===== src/rtl/cpu_pkg.sv =====
// rtl/cpu_pkg.sv - shared opcode/funct constants, ALU codes and FSM encoding for control_unit
package cpu_pkg;

  localparam logic [6:0] OP_LOAD  = 7'b0000011;
  localparam logic [6:0] OP_STORE = 7'b0100011;
  localparam logic [6:0] OP_OP    = 7'b0110011;
  localparam logic [6:0] OP_IMM   = 7'b0010011;

  localparam logic [2:0] F3_DOUBLE = 3'b011;
  localparam logic [2:0] F3_ADD    = 3'b000;

  localparam logic [6:0] F7_ADD = 7'b0000000;
  localparam logic [6:0] F7_SUB = 7'b0100000;

  localparam logic [2:0] ALU_ADD = 3'b000;
  localparam logic [2:0] ALU_SUB = 3'b001;

  typedef enum logic [2:0] {
    S_IDLE,
    S_DECODE,
    S_EXECUTE,
    S_MEM,
    S_WRITEBACK
  } state_e;

  typedef enum logic [2:0] {
    K_ILLEGAL,
    K_LD,
    K_SD,
    K_ADD,
    K_SUB,
    K_ADDI
  } kind_e;

  typedef enum logic [1:0] {
    IMM_I,
    IMM_S,
    IMM_R
  } imm_sel_e;

endpackage


===== src/rtl/control_unit_if.sv =====
// rtl/control_unit_if.sv - instruction valid/ready handshake between fetch source and control_unit
interface control_unit_if;
  logic [31:0] cu_instr;
  logic        cu_instr_valid;
  logic        cu_instr_ready;

  modport master (output cu_instr, output cu_instr_valid, input cu_instr_ready);
  modport slave  (input cu_instr, input cu_instr_valid, output cu_instr_ready);
endinterface


===== src/rtl/control_unit_imm_gen.sv =====
// rtl/control_unit_imm_gen.sv - I/S/R immediate extraction with sign extension to WORDSIZE
module imm_gen
  import cpu_pkg::*;
#(
  parameter int WORDSIZE = 64
) (
  input  logic [31:0]         instr,
  input  imm_sel_e            sel,
  output logic [WORDSIZE-1:0] imm
);

  always_comb begin
    imm = '0;
    case (sel)
      IMM_I:   imm = {{(WORDSIZE-12){instr[31]}}, instr[31:20]};
      IMM_S:   imm = {{(WORDSIZE-12){instr[31]}}, instr[31:25], instr[11:7]};
      default: imm = '0;
    endcase
  end

  logic unused_bits;
  assign unused_bits = ^{instr[19:12], instr[6:0]};

endmodule


===== src/rtl/control_unit.sv =====
// rtl/control_unit.sv - multi-cycle RV64 control unit; CONTROL_UNIT_ADDI_EN enables ADDI decode
module control_unit
  import cpu_pkg::*;
#(
  parameter int                  WORDSIZE = 64,
  parameter logic [WORDSIZE-1:0] RESET_PC = '0
) (
  input  logic                cu_clk,
  input  logic                cu_rst_n,
  control_unit_if.slave       instr_bus,
  output logic [4:0]          cu_rf_addr_a,
  output logic [4:0]          cu_rf_addr_b,
  output logic [4:0]          cu_rf_write_addr,
  output logic                cu_rf_write_en,
  output logic [WORDSIZE-1:0] cu_immediate,
  output logic                cu_mux_0_sel,
  output logic                cu_mux_1_sel,
  output logic                cu_mux_2_sel,
  output logic [2:0]          cu_alu_operation,
  output logic                cu_dm_write_en,
  output logic [WORDSIZE-1:0] cu_pc,
  output logic                cu_illegal
);

  state_e                state, state_d;
  kind_e                 kind;
  imm_sel_e              imm_sel;
  logic [31:0]           ir, ir_d;
  logic                  accept, ready_q, pc_step, writes_rf;
  logic [4:0]            addr_a_d, addr_b_d, waddr_d;
  logic                  mux0_d, mux1_d, mux2_d;
  logic [2:0]            alu_d;
  logic [WORDSIZE-1:0]   imm_d;

  assign instr_bus.cu_instr_ready = ready_q;
  assign accept = instr_bus.cu_instr_valid && ready_q && (state == S_IDLE);
  // Outside the accept edge ir_d equals ir, so the decoded kind is stable for the whole instruction.
  assign ir_d   = accept ? instr_bus.cu_instr : ir;

  always_comb begin
    kind = K_ILLEGAL;
    case (ir_d[6:0])
      OP_LOAD:  if (ir_d[14:12] == F3_DOUBLE) kind = K_LD;
      OP_STORE: if (ir_d[14:12] == F3_DOUBLE) kind = K_SD;
      OP_OP: begin
        if (ir_d[14:12] == F3_ADD) begin
          if (ir_d[31:25] == F7_ADD)      kind = K_ADD;
          else if (ir_d[31:25] == F7_SUB) kind = K_SUB;
        end
      end
`ifdef CONTROL_UNIT_ADDI_EN
      OP_IMM:   if (ir_d[14:12] == F3_ADD) kind = K_ADDI;
`endif
      default:  kind = K_ILLEGAL;
    endcase
  end

  always_comb begin
    addr_a_d  = '0;
    addr_b_d  = '0;
    waddr_d   = '0;
    mux0_d    = 1'b0;
    mux1_d    = 1'b0;
    mux2_d    = 1'b0;
    alu_d     = ALU_ADD;
    imm_sel   = IMM_R;
    writes_rf = 1'b0;
    case (kind)
      K_LD, K_ADDI: begin
        addr_a_d  = ir_d[19:15];
        addr_b_d  = ir_d[19:15];
        waddr_d   = ir_d[11:7];
        mux2_d    = (kind == K_LD);
        imm_sel   = IMM_I;
        writes_rf = 1'b1;
      end
      K_SD: begin
        addr_a_d = ir_d[24:20];
        addr_b_d = ir_d[19:15];
        mux0_d   = 1'b1;
        imm_sel  = IMM_S;
      end
      K_ADD, K_SUB: begin
        addr_a_d  = ir_d[19:15];
        addr_b_d  = ir_d[24:20];
        waddr_d   = ir_d[11:7];
        mux1_d    = 1'b1;
        alu_d     = (kind == K_SUB) ? ALU_SUB : ALU_ADD;
        writes_rf = 1'b1;
      end
      default: ;
    endcase
  end

  imm_gen #(.WORDSIZE(WORDSIZE)) u_imm_gen (
    .instr (ir_d),
    .sel   (imm_sel),
    .imm   (imm_d)
  );

  always_comb begin
    state_d = state;
    case (state)
      S_IDLE:      if (accept) state_d = S_DECODE;
      S_DECODE:    state_d = (kind == K_ILLEGAL) ? S_IDLE : S_EXECUTE;
      S_EXECUTE:   state_d = (kind == K_LD) ? S_MEM : S_WRITEBACK;
      S_MEM:       state_d = S_WRITEBACK;
      S_WRITEBACK: state_d = S_IDLE;
      default:     state_d = S_IDLE;
    endcase
  end

  assign pc_step = (state == S_WRITEBACK) || ((state == S_DECODE) && (kind == K_ILLEGAL));

  always_ff @(posedge cu_clk or negedge cu_rst_n) begin
    if (!cu_rst_n) state <= S_IDLE;
    else           state <= state_d;
  end

  // Outputs are registered against state_d so they line up with the state they belong to.
  always_ff @(posedge cu_clk or negedge cu_rst_n) begin
    if (!cu_rst_n) begin
      ready_q          <= 1'b1;
      ir               <= '0;
      cu_rf_addr_a     <= '0;
      cu_rf_addr_b     <= '0;
      cu_rf_write_addr <= '0;
      cu_rf_write_en   <= 1'b0;
      cu_immediate     <= '0;
      cu_mux_0_sel     <= 1'b0;
      cu_mux_1_sel     <= 1'b0;
      cu_mux_2_sel     <= 1'b0;
      cu_alu_operation <= ALU_ADD;
      cu_dm_write_en   <= 1'b0;
      cu_pc            <= RESET_PC;
      cu_illegal       <= 1'b0;
    end else begin
      ready_q        <= (state_d == S_IDLE);
      cu_rf_write_en <= (state_d == S_WRITEBACK) && writes_rf && (ir[11:7] != 5'd0);
      cu_dm_write_en <= (state_d == S_WRITEBACK) && (kind == K_SD);
      cu_illegal     <= accept && (kind == K_ILLEGAL);
      if (pc_step) cu_pc <= cu_pc + WORDSIZE'(4);
      if (accept) begin
        ir               <= ir_d;
        cu_rf_addr_a     <= addr_a_d;
        cu_rf_addr_b     <= addr_b_d;
        cu_rf_write_addr <= waddr_d;
        cu_immediate     <= imm_d;
        cu_mux_0_sel     <= mux0_d;
        cu_mux_1_sel     <= mux1_d;
        cu_mux_2_sel     <= mux2_d;
        cu_alu_operation <= alu_d;
      end
    end
  end

endmodule


===== src/flat_wrapper.sv =====
// flat-port wrapper written by rule: the top's interface ports become plain ports
module control_unit_flat import cpu_pkg::*;
#(
  parameter int                  WORDSIZE = 64,
  parameter logic [WORDSIZE-1:0] RESET_PC = '0
)
  (cu_clk, cu_rst_n, cu_rf_addr_a, cu_rf_addr_b, cu_rf_write_addr, cu_rf_write_en, cu_immediate, cu_mux_0_sel, cu_mux_1_sel, cu_mux_2_sel, cu_alu_operation, cu_dm_write_en, cu_pc, cu_illegal, instr_bus_cu_instr, instr_bus_cu_instr_valid, instr_bus_cu_instr_ready);
  control_unit_if instr_bus_i ();
  input  logic cu_clk;
  input  logic cu_rst_n;
  output logic [4:0] cu_rf_addr_a;
  output logic [4:0] cu_rf_addr_b;
  output logic [4:0] cu_rf_write_addr;
  output logic cu_rf_write_en;
  output logic [WORDSIZE-1:0] cu_immediate;
  output logic cu_mux_0_sel;
  output logic cu_mux_1_sel;
  output logic cu_mux_2_sel;
  output logic [2:0] cu_alu_operation;
  output logic cu_dm_write_en;
  output logic [WORDSIZE-1:0] cu_pc;
  output logic cu_illegal;
  input wire logic [$bits(instr_bus_i.cu_instr)-1:0] instr_bus_cu_instr;
  input wire logic [$bits(instr_bus_i.cu_instr_valid)-1:0] instr_bus_cu_instr_valid;
  output wire logic [$bits(instr_bus_i.cu_instr_ready)-1:0] instr_bus_cu_instr_ready;
  assign instr_bus_i.cu_instr = instr_bus_cu_instr;
  assign instr_bus_i.cu_instr_valid = instr_bus_cu_instr_valid;
  assign instr_bus_cu_instr_ready = instr_bus_i.cu_instr_ready;
  control_unit #(.WORDSIZE(WORDSIZE), .RESET_PC(RESET_PC)) u_core (.cu_clk(cu_clk), .cu_rst_n(cu_rst_n), .instr_bus(instr_bus_i), .cu_rf_addr_a(cu_rf_addr_a), .cu_rf_addr_b(cu_rf_addr_b), .cu_rf_write_addr(cu_rf_write_addr), .cu_rf_write_en(cu_rf_write_en), .cu_immediate(cu_immediate), .cu_mux_0_sel(cu_mux_0_sel), .cu_mux_1_sel(cu_mux_1_sel), .cu_mux_2_sel(cu_mux_2_sel), .cu_alu_operation(cu_alu_operation), .cu_dm_write_en(cu_dm_write_en), .cu_pc(cu_pc), .cu_illegal(cu_illegal));
endmodule

===== config.mk =====
export PLATFORM = sky130hd
export DESIGN_NAME = control_unit_flat
export DESIGN_NICKNAME = d
export VERILOG_FILES = /design/src/rtl/cpu_pkg.sv /design/src/rtl/control_unit_if.sv /design/src/rtl/control_unit_imm_gen.sv /design/src/rtl/control_unit.sv /design/src/flat_wrapper.sv
export SDC_FILE = /design/constraint.sdc
export NUM_CORES = 1
export LEC_CHECK = 0
export ABC_CLOCK_PERIOD_IN_PS = 5600
export CAP_MARGIN = 25
export CORE_ASPECT_RATIO = 2
export CORE_MARGIN = 8
export CORE_UTILIZATION = 51
export DETAILED_ROUTE_END_ITERATION = 16
export PLACE_DENSITY = 0.86
export SLEW_MARGIN = 0
export SYNTH_ARGS = -nofsm -noshare
export SYNTH_HDL_FRONTEND = slang
export SYNTH_SLANG_ARGS = --single-unit

===== constraint.sdc =====
create_clock -name cu_clk -period 5.6 [get_ports cu_clk]
set_clock_uncertainty 0.1 [all_clocks]
set_input_delay 1.68 -clock cu_clk [delete_from_list [all_inputs] [get_ports cu_clk]]
set_output_delay 1.68 -clock cu_clk [all_outputs]
set_load 0.1 [all_outputs]

==> results of run 1 <==
power groups by stage:
stage | registers, W | logic [W] | clock network, W
6_report | 0.00102 | 0.000614 | 0.00114
3_3_place_gp | 0.00103 | 0.000603 | 0
3_5_place_dp | 0.00103 | 0.000614 | 0
4_1_cts | 0.00102 | 0.000616 | 0.00115
2_1_floorplan | 0.00128 | 0.000185 | 0
5_1_grt | 0.00103 | 0.000644 | 0.00119
per-layer routing:
layer	vias up	share of wire [%]	GRT usage [%]
met5	-	0	0
met4	0	3.6	12.5
met3	48	6.4	5.58
met2	236	56	43.7
met1	2525	34	22.8
li1	2356	-	-
synth_stat cells, types with 2 or more instances:
library cell | n | area [um^2]
a31oi_1 | 2 | 12.5
clkbuf_1 | 10 | 37.5
or3_1 | 2 | 12.5
o21ai_0 | 14 | 70.1
and3_1 | 4 | 25.0
inv_1 | 8 | 30.0
nor4_1 | 29 | 181
and3b_1 | 2 | 17.5
nand3_1 | 20 | 100
a32oi_1 | 6 | 52.6
nand4_2 | 2 | 25.0
nor4b_1 | 5 | 43.8
nor4_2 | 7 | 87.6
nor2b_1 | 2 | 12.5
nor3_1 | 27 | 135
buf_1 | 4 | 15.0
buf_4 | 59 | 443
nand4_1 | 15 | 93.8
or2_2 | 2 | 12.5
a21oi_1 | 8 | 40.0
xnor2_1 | 5 | 43.8
nand2b_1 | 2 | 12.5
nor3b_1 | 3 | 22.5
nor2_1 | 27 | 101
a22oi_1 | 4 | 30.0
dfrtp_1 | 120 | 3000
nand2_1 | 123 | 462
buf_2 | 7 | 35.0
buf_6 | 4 | 45.0
o31ai_1 | 7 | 52.6
xor2_1 | 57 | 499
mux2i_1 | 8 | 80.1
nand4b_1 | 2 | 17.5
final cells by class:
cell class / instances / share of cell area [%]
clock buffer: 19 / 5.49
clock inverter: 13 / 2.03
inverter: 8 / 0.364
multi-input combinational: 411 / 30.5
sequential: 121 / 36.7
tap: 145 / 2.20
timing repair buffer: 189 / 22.7
critical path, cell delays in order, from the launching register on:
cell             delay (ns)
dfrtp_1                0.35
buf_4                  0.39
clkdlybuf4s50_1        1.24
flip-flops by register name, summed over array words and instances, names as in the netlist, 3 cells and up:
name                     count
u_core.cu_pc                62
u_core.ir                   21
u_core.cu_immediate         12
u_core.cu_rf_addr_a          5
u_core.cu_rf_addr_b          5
u_core.cu_rf_write_addr      5
u_core.state                 3
cell families (layout without fill, tap and decap cells):
family          count (synthesis)  after routing  synth area share [%]
compound gates                 51             51                  5.96
other cells                     1              4                0.0611
xor+xnor                       62             62                  8.85
fa+ha+maj                       1              1                 0.204
buf+inv                        92            229                  9.87
mux                             9              9                  1.49
flops                         121            121                  49.4
simple gates                  284            284                  24.2
metrics by stage:
step	hold slack, ns	utilization [%]	cells
after floorplan	0.337	-	624
after global placement	0.352	65.2	874
after detailed placement	0.356	65.2	874
after CTS	0.368	70.5	906
after global routing	0.405	70.5	906
final	0.363	70.5	906
cells in the final DEF (no fill, tap or decap), types with 3 or more instances in the layout:
cell type          n
conb_1             4
xnor2_1            5
xor2_1            57
dfrtp_1          120
nor4_1            29
bufinv_16          3
nand4_1           15
a21oi_1            8
and3_1             4
o21ai_0           14
inv_6              3
buf_4              7
nor4b_1            5
clkdlybuf4s50_1  182
nor4_2             7
o31ai_1            7
mux2i_1            8
nand2_1          122
a22oi_1            4
clkbuf_16         17
nor3_1            27
nor2_1            27
clkinv_4           3
a32oi_1            6
nor3b_1            3
nand3_1           20
inv_1              8
worst paths after layout:
check	start	to	cells past startpoint
setup / recovery	u_core.cu_immediate[62]	cu_immediate[61]	2
hold / removal	u_core.cu_pc[63]	u_core.cu_pc[63]	1
setup reg to reg	u_core.state[1]	u_core.cu_rf_write_en	5
hold reg to reg	u_core.cu_pc[63]	u_core.cu_pc[63]	1
max in group asynchronous	cu_rst_n	u_core.cu_rf_addr_b[2]	2
min in group asynchronous	cu_rst_n	u_core.cu_pc[31]	1
==> flow_summary.toml, run 1 <==
[timing]
fin_crit_ns = 4.20
post-route-worst-setup-slack_ns = 1.40
report.final.slew_viol_count = 0
rsz0062_at_grt = "false"
fmax_mhz = 238
setup_tns_ns = 0
final_min_period_over_clock_period_pct = 74.9
timing.slew.headroom_pct = 25.6
final_hold_viol_count = 0
finalSetupViolations = 0
tightest_slew_ns = 1.08

[synth]
synth_warn = 0
syn_inst = 621
synth_enable_flop_cells = 0
async_flop_share_pct = 100
post_synth_instance_area_mm2 = 0.00613
synth-main-ff-cell = "dfrtp_1"
synth_area_per_cell_um2 = 9.88
synthDistinctLibCells = 57
synth-seq-cells = 121
synth-seq-area-share_pct = 49.4

[detailed_routing]
drtAntennaViolNets = 0
dr_total_vias = 5165
detailedRoute.firstPassIterationCount = 5
detail_route.wl_per_cell_um = 20.5
totalWireLength_mm = 18.6
dr.first_iter.drc_count = 308
drt-vias-per-instance = 5.70
drt_drc_violations_left = 0

[pwr]
combinational_share_of_power_pct = 22.1
internal_power_w = 0.00183
vdd_ir_drop_max_mv = 0.320
cellLeakagePower_nw = 3.71
fin_total_pwr_w = 0.00278
pwr_density_cell_mw_per_mm2 = 337
seq_power_share_pct = 36.8
power_switching_share_pct = 34.1
total_switching_power_w = 0.000948
power_frac_clock_pct = 41.1

[clocking]
clk-insertion-delay-late_ns = 0.41
clock_tree.htree_level_count = 4
holdBufCountCts = 0
tritoncts = "yes"
cts-buffers-inserted = 17
cts.repair.resized = 0
clk_transition_reported_paths_ns = 0.06
clock_sink_count = 121
post_cts_buffers = 0
clockRootBuffer = "clkbuf_16"
clock_tree.buffer_depth = 2

[placement]
gp_routability_congestion = 0.885
port_buffers = 183
post_dp_cell_area_mm2 = 0.00763
post-place-ws_ns = 1.31
post-dp-hpwl_mm = 13.5

[die]
initial_core_util_pct = 52.4
fp.dieArea_mm2 = 0.0160
core_area_mm2 = 0.0117
die_h_um = 171
fp-row-count = 56
io_pins = 188
dieWidth_um = 93.6

[finish]
final_design_area_excluding_fillers_mm2 = 0.00825
fillerInstances = 826
finalNetCount = 784
layout-drive-gt1-share_pct = 8.15
area_growth_syn_to_layout_pct = 34.5
seqCellArea_mm2 = 0.00303
multi_input_comb_area_mm2 = 0.00251
diodes = 0

[run_status]
outcome = "finished, final reports clean"

[grt]
first_pass_grt_wire_length_mm = 29.2
grt_start_max_net_pins = 64
grt_antenna_before_repair = 0
grt_pass1_vias = 5549
gr-total-overflow = 0
grt_usage_pct = 23.4

[worst_setup_path]
timing.critical_path.fanout_max = 53
critPathCaptureType = "output port"
timing.setup.critical_path_class = "flip-flop to output port"
critical_path.startpoint_type = "flip-flop"
rrSetupSlack_ns = 2.75
worst-endpoint-arrival_ns = 2.42
worstPathRequired_ns = 3.82

[job]
max-cap-violations = 0

[worst_hold_path]
worstHoldPathType = "flip-flop to flip-flop"
No activity file was read; power rests on OpenSTA's default activity.
==> inputs of run 2 (changes only) <==
ABC_CLOCK_PERIOD_IN_PS = 3400   (was 5600)
CORE_UTILIZATION = 43   (was 51)
PLACE_DENSITY = 0.77   (was 0.86)
clock period = 3.4 ns   (was 5.6 ns; I/O delays follow)
==> run 2 against run 1 <==
Combinational power up 63%; flip-flop and latch count did not move; register-to-register slack lost 1.7 ns; global-route usage fell by 4.5 points; non-clock buffer count up 9; first-iteration DRC count shrank 12%; wire length decreased by 7.9%; count of clock-buffer cells in the layout shrank 1; critical path depth increased by 4; utilization fell by 9.4 points; worst setup slack got worse by 0.86 ns; critical path type is now primary input to flip-flop; highest routed layer unchanged.
==> flow_summary.toml, run 2 (synthesis results as in run 1) <==
[run_status]
outcome = "finished, final reports clean"

[clocking]
tritoncts = "yes"
clock_sink_count = 121
clk_transition_reported_paths_ns = 0.06
post_cts_buffers = 0
cts-buffers-inserted = 17
clock_tree.htree_level_count = 4
clockRootBuffer = "clkbuf_16"
cts.repair.resized = 0
clock_tree.buffer_depth = 2
holdBufCountCts = 0
clk-insertion-delay-late_ns = 0.40

[detailed_routing]
detailedRoute.firstPassIterationCount = 5
dr_total_vias = 5022
totalWireLength_mm = 17.1
drt-vias-per-instance = 5.22
drtAntennaViolNets = 0
detail_route.wl_per_cell_um = 17.8
dr.first_iter.drc_count = 272
drt_drc_violations_left = 0

[worst_setup_path]
timing.critical_path.fanout_max = 6
worst-endpoint-arrival_ns = 3.08
critPathCaptureType = "flip-flop"
worstPathRequired_ns = 3.63
critical_path.startpoint_type = "primary input"
critical_path.reg2reg.startpoint = "u_core.cu_pc[2]"
timing.setup.critical_path_class = "primary input to flip-flop"
r2r_end = "u_core.cu_pc[32]"
reg2reg_depth = 5
rrSetupSlack_ns = 1.07
critical_path.startpoint = "instr_bus_cu_instr[13]"
crit_end = "u_core.cu_rf_addr_b[3]"

[grt]
grt_antenna_before_repair = 0
grt_start_max_net_pins = 88
gr-total-overflow = 0
grt_usage_pct = 18.9
grt_pass1_vias = 5111
first_pass_grt_wire_length_mm = 27.8

[die]
initial_core_util_pct = 43.2
dieWidth_um = 100
core_area_mm2 = 0.0142
io_pins = 188
die_h_um = 185
fp.dieArea_mm2 = 0.0186
fp-row-count = 62

[timing]
timing.slew.headroom_pct = 55.7
final_min_period_over_clock_period_pct = 83.9
final_hold_viol_count = 0
rsz0062_at_grt = "false"
report.final.slew_viol_count = 0
fin_crit_ns = 2.85
tightest_slew_ns = 0.661
post-route-worst-setup-slack_ns = 0.547
setup_tns_ns = 0
fmax_mhz = 350
finalSetupViolations = 0

[finish]
top_register = "u_core.cu_pc"
area_growth_syn_to_layout_pct = 41.3
layout-drive-gt1-share_pct = 28.6
mostFrequentLayoutCells = "122 x nand2_1, 120 x dfrtp_1, 110 x buf_4"
finalNetCount = 793
diodes = 0
largest_registers = "u_core.cu_pc: 62 flops, u_core.ir: 21 flops, u_core.cu_immediate: 12 flops"
largest_register_ffs = 62
layout.cells.most_common = "nand2_1"

[pwr]
cellLeakagePower_nw = 4.18
pwr_density_cell_mw_per_mm2 = 518
fin_total_pwr_w = 0.00450
vdd_ir_drop_max_mv = 0.955

[job]
max-cap-violations = 0

[worst_hold_path]
worstHoldPathType = "flip-flop to flip-flop"

[placement]
port_buffers = 183
post-dp-hpwl_mm = 12.6
gp_routability_congestion = 0.853
post-place-ws_ns = 0.241
run 2: worst min-delay path by stage:
stage	startpoint	endpoint	cells past startpoint
after global routing	u_core.cu_pc[63]	u_core.cu_pc[63]	1
after detailed placement	u_core.ir[9]	u_core.ir[9]	2
after global placement	u_core.ir[7]	u_core.ir[7]	2
after CTS	u_core.ir[1]	u_core.ir[1]	2
after floorplan	u_core.ir[7]	u_core.ir[7]	2
final	u_core.ir[7]	u_core.ir[7]	2
run 2: final cells by class:
type	instances	area [um^2]
clock buffer	18	439
clock inverter	14	161
fill	1170	5530
inverter	8	30.0
multi-input combinational	411	2510
sequential	121	3030
tap	192	240
timing repair buffer	198	2260
run 2: worst max-delay path: stages:
cell             delay (ns)
clkdlybuf4s50_1        0.48
nor4_1                 0.32
nand4_1                0.31
mux2i_1                0.59
a32oi_1                0.20
a21oi_1                0.17
run 2: power breakdown:
part / total (W) / leakage (nW) / internal, W / switching [W]
Clock: 0.00182 / 0.285 / 0.00112 / 0.000700
Combinational: 0.000999 / 2.27 / 0.000247 / 0.000752
Sequential: 0.00168 / 1.63 / 0.00157 / 0.000113
Total: 0.00450 / 4.18 / 0.00293 / 0.00157
run 2: through the flow:
step                hold WS, ns  utilization, %  instance area (um^2)  cells
CTS                       0.376            61.1                  8670    962
global placement          0.352            56.8                  8070    930
finish                    0.370            61.1                  8670    962
detailed placement        0.363            56.8                  8070    930
global route              0.386            61.1                  8670    962
floorplan                 0.337               -                  6150    624
run 2: layer usage:
metal  part of all wire, %  GRT usage [%]
met1                    41           23.6
met2                    50           30.9
met3                   6.8           5.38
met4                   1.3           5.49
met5                     0              0
==> inputs of run 3 (changes only) <==
ABC_CLOCK_PERIOD_IN_PS = 2900   (was 3400)
CORE_UTILIZATION = 47   (was 43)
PLACE_DENSITY = 0.8   (was 0.77)
clock period = 2.9 ns   (was 3.4 ns; I/O delays follow)
==> run 3 against run 2 <==
First-iteration DRC count decreased by 25%; global-route usage increased by 2.6 points; utilization increased by 6.5 points; sequential share of layout area decreased by 0.21 points; critical path type unchanged.
==> flow_summary.toml, run 3 (synthesis results as in run 1) <==
[run_status]
outcome = "finished, final reports clean"

[detailed_routing]
detail_route.wl_per_cell_um = 19.9
drt_drc_violations_left = 0
detailedRoute.firstPassIterationCount = 5
drtAntennaViolNets = 0
totalWireLength_mm = 18.5
dr.first_iter.drc_count = 203
dr_total_vias = 5209
drt-vias-per-instance = 5.60

[pwr]
vdd_ir_drop_max_mv = 0.713
pwr_density_cell_mw_per_mm2 = 615
cellLeakagePower_nw = 4.24

[clocking]
clk_transition_reported_paths_ns = 0.06
cts.repair.resized = 0
tritoncts = "yes"
post_cts_buffers = 0
clock_sink_count = 121
clock_tree.htree_level_count = 4
clk-insertion-delay-late_ns = 0.41
cts-buffers-inserted = 17
clock_tree.buffer_depth = 2
clockRootBuffer = "clkbuf_16"
holdBufCountCts = 0

[finish]
diodes = 0
layout.cells.most_common = "nand2_1"
fillerInstances = 971
area_growth_syn_to_layout_pct = 42.2
largest_register_ffs = 62
layout-drive-gt1-share_pct = 29.4
final-instance-count-excl-fill = 930
finalNetCount = 802
largest_registers = "u_core.cu_pc: 62 flops, u_core.ir: 21 flops, u_core.cu_immediate: 12 flops"
mostFrequentLayoutCells = "122 x nand2_1, 119 x dfrtp_1, 117 x buf_4"
top_register = "u_core.cu_pc"

[die]
fp.dieArea_mm2 = 0.0172
fp-row-count = 59
die_h_um = 178
io_pins = 188
dieWidth_um = 96.8
initial_core_util_pct = 47.5
core_area_mm2 = 0.0129

[timing]
timing.slew.headroom_pct = 46.9
rsz0062_at_grt = "false"
final_min_period_over_clock_period_pct = 87.8
report.final.slew_viol_count = 0
final_hold_viol_count = 0
fmax_mhz = 393
tightest_slew_ns = 0.796
setup_tns_ns = 0
finalSetupViolations = 0
fin_crit_ns = 2.55

[worst_setup_path]
r2r_end = "u_core.cu_pc[42]"
critical_path.startpoint_type = "primary input"
critical_path.reg2reg.startpoint = "u_core.cu_pc[2]"
crit_slowest_cell = "clkdlybuf4s50_1"
critical-path-max-stage-delay_ns = 0.46
worst-endpoint-arrival_ns = 2.77
rrSetupSlack_ns = 0.53
timing.setup.critical_path_class = "primary input to flip-flop"
critical_path_cell_by_cell = "clkdlybuf4s50_1 -> nor4_1 -> buf_4 -> nand4_1 -> buf_4 -> a32oi_1 -> nand4b_1 -> a21oi_1"
critical_path.n_buffers_inverters = 3
critPathCaptureType = "flip-flop"
worstPathRequired_ns = 3.13
delay_heaviest_family_cp = "buffers and inverters"
reg2reg_depth = 5
timing.critical_path.fanout_max = 4
crit_top_cell = "buf_4"

[placement]
dp_cells = 899
port_buffers = 183
post-dp-hpwl_mm = 14.2
gp_routability_congestion = 0.921

[grt]
grt_antenna_before_repair = 0
grt_usage_pct = 21.5
grt_pass1_vias = 5488
first_pass_grt_wire_length_mm = 29.5
gr-total-overflow = 0
grt_start_max_net_pins = 55

[worst_hold_path]
worstHoldPathType = "primary input to asynchronous set/reset pin"

[job]
max-cap-violations = 0
-- run 3: cell count changes in the layout (fill, tap and decap cells not counted), sizes merged --
cell and delta:
buf +9, bufinv +1, clkbuf -1, clkinv -1, clkinvlp -1, inv +1
-- run 3: stage by stage --
step	total power [W]	area (um^2)	utilization, %	hold slack (ns)	setup slack [ns]
6_report	0.00537	8730	67.5	0.351	0.354
5_1_grt	0.00555	8730	67.5	0.374	0.259
4_1_cts	0.00540	8730	67.5	0.357	0.344
3_5_place_dp	0.00320	8110	62.8	0.360	0.0206
3_3_place_gp	0.00317	8110	62.8	0.352	0.0548
2_1_floorplan	0.00283	6150	-	0.337	0.197
-- run 3: how the worst max path moves through the flow --
stage                             end               startpoint  slack (ns)  cells after the start
6_report              u_core.state[1]   instr_bus_cu_instr[27]        0.35                      8
5_1_grt        u_core.cu_rf_addr_a[1]   instr_bus_cu_instr[27]        0.26                     10
4_1_cts              cu_immediate[52]  u_core.cu_immediate[62]        0.34                      2
3_5_place_dp          u_core.state[1]   instr_bus_cu_instr[27]        0.02                      8
3_3_place_gp   u_core.cu_rf_addr_a[3]   instr_bus_cu_instr[27]        0.05                     10
2_1_floorplan        u_core.cu_pc[18]          u_core.cu_pc[2]        0.20                      7
-- run 3: where the power goes --
group | total, W | internal [W] | switching (W) | leakage (nW)
Clock | 0.00219 | 0.00137 | 0.000819 | 0.294
Sequential | 0.00198 | 0.00184 | 0.000139 | 1.63
Combinational | 0.00120 | 0.000294 | 0.000908 | 2.32
Total | 0.00537 | 0.00350 | 0.00187 | 4.24
-- run 3: final cells by class --
class	instances	area [um^2]	area share, %
Clock inverter	14	186	2.14
Multi-Input combinational cell	411	2510	28.8
Clock buffer	17	425	4.88
Timing Repair Buffer	207	2350	26.9
Tap cell	152	190	2.18
Sequential cell	121	3030	34.7
Inverter	8	30.0	0.344
-- run 3: layer usage --
| metal | share of wire [%] | vias up | GRT usage, % |
|---|---|---|---|
| met1 | 33 | 2536 | 20.8 |
| met5 | 0 | - | 0 |
| li1 | - | 2381 | - |
| met4 | 4.0 | 0 | 12.1 |
| met2 | 56 | 247 | 39.7 |
| met3 | 6.7 | 45 | 5.89 |
